===== src/rtl/slave_axi4lite_regs.sv =====
// AXI4-Lite slave with four data-width registers at address bits [3:2].
// Define SLAVE_AXI4LITE_WSTRB_EN to add S_AXI_WSTRB and per-byte write masking.
module slave_axi4lite_regs #(
    parameter int C_S_AXI_DATA_WIDTH = 32,
    parameter int C_S_AXI_ADDR_WIDTH = 4
) (
    input  logic                            S_AXI_ACLK,
    input  logic                            S_AXI_ARESETN,
    input  logic [C_S_AXI_ADDR_WIDTH-1:0]   S_AXI_AWADDR,
    input  logic [2:0]                      S_AXI_AWPROT,
    input  logic                            S_AXI_AWVALID,
    output logic                            S_AXI_AWREADY,
    input  logic [C_S_AXI_DATA_WIDTH-1:0]   S_AXI_WDATA,
`ifdef SLAVE_AXI4LITE_WSTRB_EN
    input  logic [C_S_AXI_DATA_WIDTH/8-1:0] S_AXI_WSTRB,
`endif
    input  logic                            S_AXI_WVALID,
    output logic                            S_AXI_WREADY,
    output logic [1:0]                      S_AXI_BRESP,
    output logic                            S_AXI_BVALID,
    input  logic                            S_AXI_BREADY,
    input  logic [C_S_AXI_ADDR_WIDTH-1:0]   S_AXI_ARADDR,
    input  logic [2:0]                      S_AXI_ARPROT,
    input  logic                            S_AXI_ARVALID,
    output logic                            S_AXI_ARREADY,
    output logic [C_S_AXI_DATA_WIDTH-1:0]   S_AXI_RDATA,
    output logic [1:0]                      S_AXI_RRESP,
    output logic                            S_AXI_RVALID,
    input  logic                            S_AXI_RREADY
);
    localparam int NBYTES = C_S_AXI_DATA_WIDTH / 8;

    logic                          aw_held_reg;
    logic                          w_held_reg;
    logic                          bvalid_reg;
    logic                          rvalid_reg;
    logic [1:0]                    waddr_reg;
    logic [C_S_AXI_DATA_WIDTH-1:0] wdata_reg;
    logic [C_S_AXI_DATA_WIDTH-1:0] rdata_reg;
    logic [C_S_AXI_DATA_WIDTH-1:0] regs_reg [4];
    logic [C_S_AXI_DATA_WIDTH-1:0] wmask;
`ifdef SLAVE_AXI4LITE_WSTRB_EN
    logic [NBYTES-1:0]             wstrb_reg;
`endif

    logic aw_hs;
    logic w_hs;
    logic ar_hs;
    logic commit;

    // Ready terms depend only on internal state so a master may wait on READY.
    assign S_AXI_AWREADY = !aw_held_reg && !bvalid_reg;
    assign S_AXI_WREADY  = !w_held_reg && !bvalid_reg;
    assign S_AXI_ARREADY = !rvalid_reg;
    assign S_AXI_BVALID  = bvalid_reg;
    assign S_AXI_RVALID  = rvalid_reg;
    assign S_AXI_RDATA   = rdata_reg;
    assign S_AXI_BRESP   = 2'b00;
    assign S_AXI_RRESP   = 2'b00;

    assign aw_hs  = S_AXI_AWVALID && S_AXI_AWREADY;
    assign w_hs   = S_AXI_WVALID && S_AXI_WREADY;
    assign ar_hs  = S_AXI_ARVALID && S_AXI_ARREADY;
    assign commit = aw_held_reg && w_held_reg;

    genvar gi;
    generate
        for (gi = 0; gi < NBYTES; gi++) begin : g_mask
`ifdef SLAVE_AXI4LITE_WSTRB_EN
            assign wmask[gi*8 +: 8] = {8{wstrb_reg[gi]}};
`else
            assign wmask[gi*8 +: 8] = 8'hFF;
`endif
        end
    endgenerate

    always_ff @(posedge S_AXI_ACLK or negedge S_AXI_ARESETN) begin
        if (!S_AXI_ARESETN) begin
            aw_held_reg <= 1'b0;
            w_held_reg  <= 1'b0;
            bvalid_reg  <= 1'b0;
            waddr_reg   <= '0;
            wdata_reg   <= '0;
`ifdef SLAVE_AXI4LITE_WSTRB_EN
            wstrb_reg   <= '0;
`endif
        end else begin
            if (aw_hs) begin
                aw_held_reg <= 1'b1;
                waddr_reg   <= S_AXI_AWADDR[3:2];
            end
            if (w_hs) begin
                w_held_reg <= 1'b1;
                wdata_reg  <= S_AXI_WDATA;
`ifdef SLAVE_AXI4LITE_WSTRB_EN
                wstrb_reg  <= S_AXI_WSTRB;
`endif
            end
            // Handshakes cannot coincide with commit: both READYs are low then.
            if (commit) begin
                aw_held_reg <= 1'b0;
                w_held_reg  <= 1'b0;
                bvalid_reg  <= 1'b1;
            end else if (bvalid_reg && S_AXI_BREADY) begin
                bvalid_reg <= 1'b0;
            end
        end
    end

    always_ff @(posedge S_AXI_ACLK or negedge S_AXI_ARESETN) begin
        if (!S_AXI_ARESETN) begin
            for (int i = 0; i < 4; i++) begin
                regs_reg[i] <= '0;
            end
        end else if (commit) begin
            regs_reg[waddr_reg] <= (regs_reg[waddr_reg] & ~wmask) | (wdata_reg & wmask);
        end
    end

    // A read sharing an edge with a commit samples the old register value.
    always_ff @(posedge S_AXI_ACLK or negedge S_AXI_ARESETN) begin
        if (!S_AXI_ARESETN) begin
            rvalid_reg <= 1'b0;
            rdata_reg  <= '0;
        end else if (ar_hs) begin
            rvalid_reg <= 1'b1;
            rdata_reg  <= regs_reg[S_AXI_ARADDR[3:2]];
        end else if (rvalid_reg && S_AXI_RREADY) begin
            rvalid_reg <= 1'b0;
        end
    end

    logic unused_ok;
    assign unused_ok = ^{S_AXI_AWPROT, S_AXI_ARPROT, S_AXI_AWADDR[1:0], S_AXI_ARADDR[1:0]};
endmodule


===== config.mk =====
export PLATFORM = sky130hd
export DESIGN_NAME = slave_axi4lite_regs
export DESIGN_NICKNAME = d
export VERILOG_FILES = /design/src/rtl/slave_axi4lite_regs.sv
export SDC_FILE = /design/constraint.sdc
export NUM_CORES = 1
export LEC_CHECK = 0
export CAP_MARGIN = 20
export CORE_UTILIZATION = 40
export CTS_BUF_LIST = sky130_fd_sc_hd__clkbuf_4
export DETAILED_ROUTE_END_ITERATION = 8
export HOLD_SLACK_MARGIN = 0.12
export SYNTH_ARGS = -nofsm -noshare
export SYNTH_HDL_FRONTEND = slang
export SYNTH_SLANG_ARGS = --single-unit

===== constraint.sdc =====
create_clock -name S_AXI_ACLK -period 1.8 [get_ports S_AXI_ACLK]
set_input_delay 0.36 -clock S_AXI_ACLK [delete_from_list [all_inputs] [get_ports S_AXI_ACLK]]
set_output_delay 0.36 -clock S_AXI_ACLK [all_outputs]
set_load 0.05 [all_outputs]

==> flow_summary_export.csv <==
group,metric,value,unit
worst_setup_path,critPathRequiredTime,1.44,ns
worst_setup_path,r2r-start,"S_AXI_BVALID",
worst_setup_path,end_kind,"primary output",
logic_synthesis,synth_area_leaders,"dfrtp_1, mux2_2, mux4_2, mux2_4, mux2_1",
worst_setup_path,cp-start-kind,"register",
logic_synthesis,yosysUniqueCellTypes,23,
layout,multi_input_area,3160,µm²
drt,drt-initial-drc-count,197,
grt,grt_antenna_before_repair,1,
logic_synthesis,synth-seq-area-share,0.593,
sta,max_freq,581,MHz
placement,pre_cts_ws,-0.0248,ns
logic_synthesis,syn_avg_cell_area,17.6,µm²
clock_tree,cts_buffers,17,
worst_setup_path,crit_fanout,6,
power_and_ir_drop,peakVddDrop,0.00113,V
worst_setup_path,r2r_setup_slack,0.19,ns
drt,viasPerCell,5.09,
layout,final_cells,847,
sta,min_period,1.72,ns
floorplanning,initial_core_util,0.410,
outcome,outcome,"finished, final reports clean",
layout,seq_area,4960,µm²
worst_setup_path,critical_path_arrival,1.36,ns
worst_setup_path,path_class,"reg2out",
layout,postLayoutCoreUtil,0.481,
logic_synthesis,synth_top_cell_by_area,"dfrtp_1",
logic_synthesis,synth-seq-cells,198,
drt,drc,0,
worst_hold_path,min_from,"S_AXI_BREADY",
drt,drt-total-wl,16.3,mm
worst_setup_path,r2r_cells,4,
sta,finalCritPeriodShare,0.956,
sta,fin_ws,0.0792,ns
clock_tree,cts_root_buffer,"clkbuf_4",
grt,grt_pass1_vias,4801,
placement,dp_cells,810,
layout,areaGrowthSynthToFinish,17.3,%
floorplanning,die_w,147,µm
clock_tree,cts_tree,"built",
power_and_ir_drop,p_per_area,1720,nW/µm²
floorplanning,dieHeight,147,µm
clock_tree,clk_pin_slew_worst_paths,0.15,ns
clock_tree,cts_max_level,4,
clock_tree,clk_path_buf_depth,2,
grt,grt_pass1_wl,26.7,mm
floorplanning,core_area,20400,µm²
drt,first_pass_iters,4,
logic_synthesis,synth_top_area_frac,0.593,
floorplanning,ios,94,
logic_synthesis,synthCells,475,
grt,grt_max_degree,93,
worst_hold_path,hp-class,"in2reg",
worst_setup_path,r2r_end,"wdata_reg[31]",
layout,nFillCells,1734,
placement,place_area,9490,µm²
sta,final_max_slew_viol_count,0,
layout,drive_gt1_frac,0.533,
sta,holdWs,0.323,ns
layout,nets,617,
grt,track_usage,0.165,
placement,dp_hpwl,9.90,mm
sta,tightest_slew,0.504,ns
logic_synthesis,syn_area,8350,µm²
flow_run,maxCapViolCount,0,
layout,design_area,9800,µm²
logic_synthesis,ys_warn_count,0,
worst_hold_path,min_path_cells,2,
drt,drtAntennaViolNets,0,
layout,largest_register_ffs,128,
clock_tree,cts.sinks,198,
clock_tree,insertion_delay,0.58,ns
placement,numPortBuffers,79,
sta,rsz0062_at_grt,"yes",
sta,final_hold_viol_count,0,
placement,place.gp.congestion,0.658,
sta,finalSetupViolations,0,
floorplanning,fp-row-count,52,
drt,vias,4315,
worst_hold_path,hold_end,"S_AXI_BVALID",
power_and_ir_drop,p_leak,4.29,nW
sta,slew_headroom,0.664,
drt,wire_per_inst,19.3,µm
floorplanning,dieArea,21500,µm²
sta,finClkSkew,0.0270,ns
grt,grt-ovfl-total,0,
synthesized netlist by cell type:
cell,instances
buf_4,7
dfrtp_1,198
buf_1,2
buf_2,17
mux4_2,30
nor2b_1,1
mux2_4,30
nor3b_1,1
nor2_1,2
nand4b_1,2
nand4_1,1
nor3b_4,1
and4bb_2,1
mux4_1,2
o22ai_1,1
buf_12,3
inv_1,4
buf_6,4
conb_1,1
mux2_2,148
o21bai_1,1
a21o_1,2
mux2_1,16
where the power goes:
part | internal (mW) | leakage [nW] | switching [mW] | total, mW
Clock | 0.684 | 0.121 | 1.51 | 2.20
Combinational | 3.63 | 1.77 | 2.97 | 6.59
Sequential | 6.62 | 2.41 | 1.41 | 8.03
Total | 10.9 | 4.29 | 5.89 | 16.8
worst max-delay path by stage:
stage	start	end	slack (ns)	cells past startpoint
after floorplan	S_AXI_BVALID	S_AXI_AWREADY	0.09	1
after global placement	S_AXI_WVALID	wdata_reg[12]	0.005	4
after detailed placement	S_AXI_WVALID	wdata_reg[9]	-0.02	4
after CTS	aw_held_reg	S_AXI_AWREADY	0.02	2
after global routing	S_AXI_BVALID	S_AXI_WREADY	-0.02	2
final	S_AXI_BVALID	S_AXI_WREADY	0.08	2
cells by family (layout without fill, tap and decap cells):
logic type             after synthesis  after routing  synth area share
flip-flops                         198            198             0.593
AND/OR/NAND/NOR                      9              9           0.00914
other                                1              5          0.000449
buffers and inverters               37            135            0.0318
AO/OA/AOI/OAI                        4              4           0.00344
multiplexers                       226            226             0.362
cell type report:
cell class                      instances  share of cell area
Sequential cell                       198               0.506
Multi-Input combinational cell        243               0.323
Timing Repair Buffer                  100               0.109
Tap cell                              270              0.0345
Clock buffer                           17              0.0130
Clock inverter                         14              0.0130
Inverter                                4             0.00179
Antenna cell                            1            0.000255
metal layers:
layer	GRT usage	up-vias	share of wire
met2	0.266	72	0.50
met3	0.0334	23	0.027
li1	-	1924	-
met1	0.218	2296	0.45
met5	0	-	0
met4	0.0641	0	0.021
worst max-delay path, cell delays in order (launching register included):
cell,delay [ns]
dfrtp_2,0.49
nor2_2,0.15
buf_12,0.15
per-stage QoR:
step           setup TNS (ns)  power [mW]
3_5_place_dp           -0.371        14.8
4_1_cts                     0        17.0
6_report                    0        16.8
5_1_grt               -0.0174        17.8
3_3_place_gp                0        14.4
2_1_floorplan               0        12.7
cells in the final DEF, fill, tap and decap left out, types with 4 or more instances in the layout:
cell             synthesis  routed
buf_4                    7      40
mux2_2                 148     148
buf_12                   3      17
clkdlybuf4s50_1          0      39
clkinvlp_4               0       6
conb_1                   1       4
mux4_2                  30      30
dfrtp_1                198     195
mux2_1                  16      16
mux2_4                  30      30
clkbuf_4                 0      17
repair_timing:
item / 4_1_cts / 5_1_grt
cloned: 0 / 0
setup endpoints to repair: 3 / 3
hold buffers: 1 / 0
gates resized for setup: 7 / 1
buffers inserted: 2 / 3
pin swaps: 0 / 0
endpoints found under the hold margin: 198 / 0
(Power assumes the default switching activity.)
